$ cat src/rtl/magnetron_controle_pkg.sv
// Shared definitions for the magnetron run/pause/done controller.
package magnetron_controle_pkg;

    typedef enum logic [1:0] {
        StIdle  = 2'd0,
        StRun   = 2'd1,
        StPause = 2'd2,
        StDone  = 2'd3
    } state_e;

    // Bits needed to hold 0..max_val. A zero maximum still gets one bit.
    function automatic int unsigned cnt_width(input int unsigned max_val);
        return (max_val > 0) ? $clog2(max_val + 1) : 1;
    endfunction

endpackage

$ cat src/rtl/magnetron_controle_botao_debounce.sv
// Button/door conditioning: 2-FF synchronizer, stable-sample debouncer and press pulse.
module magnetron_controle_botao_debounce
    import magnetron_controle_pkg::*;
#(
    parameter int unsigned DEBOUNCE_CYCLES = 16,
    parameter logic        RESET_LEVEL     = 1'b1
) (
    input  logic clk,
    input  logic resetn,
    input  logic raw_i,
    output logic level_o,  // debounced level as it will be after the next edge
    output logic fall_o    // one-cycle pulse on the debounced 1->0 edge
);

    localparam int unsigned     CntW    = cnt_width(DEBOUNCE_CYCLES);
    localparam logic [CntW-1:0] CntLast = CntW'(DEBOUNCE_CYCLES - 1);

    logic            sync1_q, sync2_q;
    logic            level_q, level_d;
    logic            fall_q, fall_d;
    logic [CntW-1:0] cnt_q, cnt_d;

    // Accept a new level only after DEBOUNCE_CYCLES consecutive differing samples.
    always_comb begin
        level_d = level_q;
        fall_d  = 1'b0;
        cnt_d   = '0;
        if (sync2_q != level_q) begin
            if (cnt_q == CntLast) begin
                level_d = sync2_q;
                fall_d  = ~sync2_q;
            end else begin
                cnt_d = cnt_q + 1'b1;
            end
        end
    end

    // Synchronizer, debounce state and press pulse registers.
    always_ff @(posedge clk or negedge resetn) begin
        if (!resetn) begin
            sync1_q <= RESET_LEVEL;
            sync2_q <= RESET_LEVEL;
            level_q <= RESET_LEVEL;
            fall_q  <= 1'b0;
            cnt_q   <= '0;
        end else begin
            sync1_q <= raw_i;
            sync2_q <= sync1_q;
            level_q <= level_d;
            fall_q  <= fall_d;
            cnt_q   <= cnt_d;
        end
    end

    assign level_o = level_d;
    assign fall_o  = fall_q;

endmodule

$ cat src/rtl/magnetron_controle.sv
// Microwave magnetron control: run/pause/done FSM, done-beep timing and timer clear request.
module magnetron_controle
    import magnetron_controle_pkg::*;
#(
    parameter int unsigned DEBOUNCE_CYCLES = 16,
    parameter int unsigned BEEP_SECS       = 3
) (
    input  logic clk,
    input  logic resetn,
    input  logic startn,
    input  logic stopn,
    input  logic clearn,
    input  logic door_closed,
    input  logic timer_zero,
    input  logic pgt_1Hz,
    output logic enablen,
    output logic mag_on,
    output logic beep,
    output logic clear_timern
);

    localparam int unsigned      BeepW    = cnt_width(BEEP_SECS);
    localparam logic [BeepW-1:0] BeepMax  = BeepW'(BEEP_SECS);
    localparam logic [BeepW-1:0] BeepLast = BeepW'((BEEP_SECS > 0) ? BEEP_SECS - 1 : 0);

    logic start_ev, stop_ev, clear_ev, door_ok;
    logic start_lvl, stop_lvl, clear_lvl, door_fall;

    magnetron_controle_botao_debounce #(
        .DEBOUNCE_CYCLES(DEBOUNCE_CYCLES),
        .RESET_LEVEL    (1'b1)
    ) u_start (
        .clk    (clk),
        .resetn (resetn),
        .raw_i  (startn),
        .level_o(start_lvl),
        .fall_o (start_ev)
    );

    magnetron_controle_botao_debounce #(
        .DEBOUNCE_CYCLES(DEBOUNCE_CYCLES),
        .RESET_LEVEL    (1'b1)
    ) u_stop (
        .clk    (clk),
        .resetn (resetn),
        .raw_i  (stopn),
        .level_o(stop_lvl),
        .fall_o (stop_ev)
    );

    magnetron_controle_botao_debounce #(
        .DEBOUNCE_CYCLES(DEBOUNCE_CYCLES),
        .RESET_LEVEL    (1'b1)
    ) u_clear (
        .clk    (clk),
        .resetn (resetn),
        .raw_i  (clearn),
        .level_o(clear_lvl),
        .fall_o (clear_ev)
    );

    // Door uses the look-ahead level so mag_on falls on the same edge the debounced door opens.
    magnetron_controle_botao_debounce #(
        .DEBOUNCE_CYCLES(DEBOUNCE_CYCLES),
        .RESET_LEVEL    (1'b0)
    ) u_door (
        .clk    (clk),
        .resetn (resetn),
        .raw_i  (door_closed),
        .level_o(door_ok),
        .fall_o (door_fall)
    );

    logic unused_debounce;
    assign unused_debounce = ^{start_lvl, stop_lvl, clear_lvl, door_fall};

    state_e           state_q, state_d;
    logic [BeepW-1:0] beep_cnt_q, beep_cnt_d;
    logic             clr;
    logic             enablen_d, mag_on_d, beep_d, clear_timern_d;

    // Next state, clear request and the saturating beep counter (zero outside DONE).
    always_comb begin
        state_d    = state_q;
        clr        = 1'b0;
        beep_cnt_d = '0;
        unique case (state_q)
            StIdle: begin
                if (clear_ev) begin
                    clr = 1'b1;
                end else if (start_ev && door_ok && !timer_zero) begin
                    state_d = StRun;
                end
            end
            StRun: begin
                if (clear_ev) begin
                    state_d = StIdle;
                    clr     = 1'b1;
                end else if (timer_zero) begin
                    state_d = StDone;
                end else if (!door_ok || stop_ev) begin
                    state_d = StPause;
                end
            end
            StPause: begin
                if (clear_ev || stop_ev) begin
                    state_d = StIdle;
                    clr     = 1'b1;
                end else if (start_ev && door_ok && !timer_zero) begin
                    state_d = StRun;
                end
            end
            StDone: begin
                beep_cnt_d = beep_cnt_q;
                if (pgt_1Hz && beep_cnt_q != BeepMax) begin
                    beep_cnt_d = beep_cnt_q + 1'b1;
                end
                if (clear_ev) begin
                    state_d = StIdle;
                    clr     = 1'b1;
                end else if (BEEP_SECS == 0) begin
                    state_d = StIdle;
                end else if (start_ev || stop_ev || !door_ok) begin
                    state_d = StIdle;
                end else if (pgt_1Hz && beep_cnt_q == BeepLast) begin
                    state_d = StIdle;
                end
            end
            default: state_d = StIdle;
        endcase
    end

    // Outputs are decoded from the next state so they register on the same edge.
    always_comb begin
        enablen_d      = (state_d != StRun);
        mag_on_d       = (state_d == StRun);
        beep_d         = (state_d == StDone);
        clear_timern_d = ~clr;
    end

    // State, beep counter and output registers; reset drops mag_on immediately.
    always_ff @(posedge clk or negedge resetn) begin
        if (!resetn) begin
            state_q      <= StIdle;
            beep_cnt_q   <= '0;
            enablen      <= 1'b1;
            mag_on       <= 1'b0;
            beep         <= 1'b0;
            clear_timern <= 1'b1;
        end else begin
            state_q      <= state_d;
            beep_cnt_q   <= beep_cnt_d;
            enablen      <= enablen_d;
            mag_on       <= mag_on_d;
            beep         <= beep_d;
            clear_timern <= clear_timern_d;
        end
    end

endmodule

$ cat config.mk
export PLATFORM = sky130hd
export DESIGN_NAME = magnetron_controle
export DESIGN_NICKNAME = d
export VERILOG_FILES = /design/src/rtl/magnetron_controle_pkg.sv /design/src/rtl/magnetron_controle_botao_debounce.sv /design/src/rtl/magnetron_controle.sv
export SDC_FILE = /design/constraint.sdc
export NUM_CORES = 1
export LEC_CHECK = 0
export CAP_MARGIN = 0
export CORE_MARGIN = 3
export CORE_UTILIZATION = 55
export CTS_CLUSTER_SIZE = 12
export DETAILED_ROUTE_END_ITERATION = 7
export PLACE_DENSITY = 0.76
export RECOVER_POWER = 100
export SETUP_SLACK_MARGIN = 0.2
export SLEW_MARGIN = 30
export SYNTH_ARGS = -nofsm -noshare
export SYNTH_HDL_FRONTEND = slang
export SYNTH_SLANG_ARGS = --single-unit
$ cat constraint.sdc
create_clock -name clk -period 3.1 [get_ports clk]
set_clock_uncertainty 0.2 [all_clocks]
set_input_delay 0.62 -clock clk [delete_from_list [all_inputs] [get_ports clk]]
set_output_delay 0.62 -clock clk [all_outputs]
set_load 0.1 [all_outputs]
==> reports/metrics.cfg <==
[run_status]
status = completed

[power]
peakVddDrop_mv = 0.266
leakagePower_nw = 0.940
p_sw_w = 0.000210
power.total_w = 0.00100
internal_power_w = 0.000793
pwr-share-seq_pct = 59.3
pwr-share-comb_pct = 4.6
switching_share_pct = 20.9
clkPwrFrac_pct = 36.1
power.density_nw_per_um2 = 515

[global_routing]
grt_max_degree = 44
grt_pass1_wl_mm = 4.60
antenna_found_initial = 0
grt_usage_pct = 15.4
grt_pass1_vias = 1087
grt.overflow.total = 0

[setup_path]
critPathLaunchType = flop
worstSetupEndpoint = mag_on
crit_path_end_kind = output port
critPathBufInv = 1
cp.arrival_ns = 1.56
path_delay_family = buffers and inverters
cp_data_required_time_ns = 2.28
r2r-start = u_door.cnt_q[0]
rr_worst_depth = 5
critical_path_depth = 1
cpMaxStageDelayCell = clkbuf_1
critPathKind = flop to output port
cp-startpoint = mag_on
path_max_fanout = 1
worstPathCellList = clkbuf_1
worstReg2RegEnd = mag_on
timing.reg2reg.setup_slack_ns = 1.04
slowest_delay_ns = 0.86

[finish]
fill_cells = 230
utilization_pct = 67.1
syn_to_final_growth_pct = 10.7
nets = 169
drive_gt1_share_pct = 17.3
mostFrequentLayoutCell = dfrtp_1
antenna-diode-count = 0
multi_input_area_um2 = 604
final_cell_mix = dfrtp_1 (32), nor2_1 (17), xor2_1 (12)
register_area_um2 = 1090
instances_no_fill = 198

[floorplanning]
die_y_um = 62.5
start_util_pct = 60.6
die-area_um2 = 3910
core_um2 = 2900
io_pins = 12
rows = 19
dieWidth_um = 62.5

[sta]
final-setup-viol-count = 0
fin_tns_setup_ns = 0
worst_pin_slew_ns = 1.18
slew_viol_final = 0
rsz0062_at_grt = false
relSlewSlack_pct = 21.6
max_freq_mhz = 420
min_period_ns = 2.38
min_period_over_period_pct = 76.8
hold_violations = 0
final.setup.worst_slack_ns = 0.718

[placed_design]
gp_congestion = 0.803
pre_cts_slack_ns = 0.915
dp.cells = 190
dp_hpwl_mm = 1.74
io_buffers = 11

[detailed_routing]
first_pass_iters = 4
wl_mm = 2.48
vias = 1071
viasPerCell = 5.41
ant_nets = 0
drcViolationCount = 0
first_iter_violations = 71
wl_met3_um = 161
met2_length_mm = 1.12
wl_met1_mm = 1.11
highest_layer = met4
route.detailed.wl_per_inst_um = 12.5

[synthesis]
synth_area_leaders = dfrtp_1 (46%), dfstp_2 (16%), xor2_1 (6.0%), ha_1 (4.3%), nor2_1 (3.6%)
synth_area_um2 = 1760
syn_inst = 137
ys.warnings.count = 0
synth_top_area_share_pct = 45.6
yosys.cell_types.count = 29
synth_largest_area_cell = dfrtp_1
synth_fp_nets = 151
ys_ff_latch = 43
synth.avg_cell_area_um2 = 12.8
yosysSeqAreaShare_pct = 62.0

[cts]
clockBufferDepth = 2
insertion_delay_ns = 0.35
clock-sinks = 43
holdBufCountCts = 0
path_clk_slew_ns = 0.12
cts_root_buf = clkbuf_4
htreeDepth = 2
cts_tree = yes
postCtsResizedCells = 0
cts_made_buffers = 5
post-cts-setup-buffers = 0

[min_path]
hold_path.class = input port to asynchronous set/reset pin

[job]
drv_cap = 0

==> synthesized netlist by cell type <==
master	instances
xnor2_1	1
mux2_2	3
and3_1	4
mux2i_4	1
dfrtp_1	32
o22a_4	1
o31ai_2	1
a21boi_1	1
mux2i_1	1
nor2b_1	1
o21ai_1	3
and2_1	5
inv_1	6
nor3b_1	2
o21ai_0	1
nand2_1	6
ha_1	6
o31ai_4	1
nand4b_4	1
nand3b_1	2
nor4b_1	3
xor2_1	12
a31oi_1	2
nand3_1	9
nor2_1	17
o221ai_1	1
nand2b_1	1
dfstp_2	11
a21oi_1	2
==> power groups by stage <==
| stage | Clock (W) | Combinational (W) | Sequential, W |
|---|---|---|---|
| after floorplan | 0 | 0.0000246 | 0.000603 |
| after global placement | 0 | 0.0000467 | 0.000605 |
| after detailed placement | 0 | 0.0000494 | 0.000606 |
| after CTS | 0.000373 | 0.0000496 | 0.000596 |
| after global routing | 0.000409 | 0.0000546 | 0.000598 |
| final | 0.000361 | 0.0000462 | 0.000595 |
==> stage by stage <==
stage / cell area [um2] / hold slack, ns
3_5_place_dp: 1910 / 0.135
5_1_grt: 1950 / 0.0309
3_3_place_gp: 1910 / 0.133
4_1_cts: 1990 / 0.161
6_report: 1950 / 0.0165
2_1_floorplan: 1760 / 0.124
==> routing by layer <==
layer  vias up  track usage, %
li1        501               -
met1       530            17.1
met2        28            24.2
met3        12            6.47
met4         0            9.64
met5         -               0
==> registers in the layout, indices dropped and copies added, names as in the netlist, 2 cells and up <==
| register | cells |
|---|---|
| u_clear.cnt_q | 5 |
| beep_cnt_q | 2 |
| state_q | 2 |
| u_door.cnt_q | 5 |
| u_stop.cnt_q | 5 |
| u_start.cnt_q | 5 |
==> area by class of cell <==
type                    count  share of cell area, %
well taps                  42                   2.70
flip-flops and latches     43                   56.0
clock buffers               6                   2.64
repair buffers             11                   4.63
clock inverters             2                   1.80
inverters                   6                   1.16
multi-input cells          88                   31.1
==> logic make-up after synthesis <==
logic type               after synthesis  share of synthesized area [%]
AO/OA/AOI/OAI                         13                           6.26
flip-flops                            43                           62.0
XOR/XNOR                              13                           6.48
adder cells (fa/ha/maj)                6                           4.27
multiplexers                           5                           3.77
AND/OR/NAND/NOR                       51                           15.9
buffers and inverters                  6                           1.28
==> worst min path at each step <==
stage / endpoint / slack (ns) / depth (start not counted)
2_1_floorplan: beep / 0.12 / 0
3_3_place_gp: u_door.sync2_q / 0.13 / 0
3_5_place_dp: u_door.sync2_q / 0.13 / 0
4_1_cts: u_door.sync2_q / 0.16 / 0
5_1_grt: u_stop.cnt_q[3] / 0.03 / 1
6_report: u_door.cnt_q[2] / 0.02 / 1
Power figures use the tool's default switching activity.
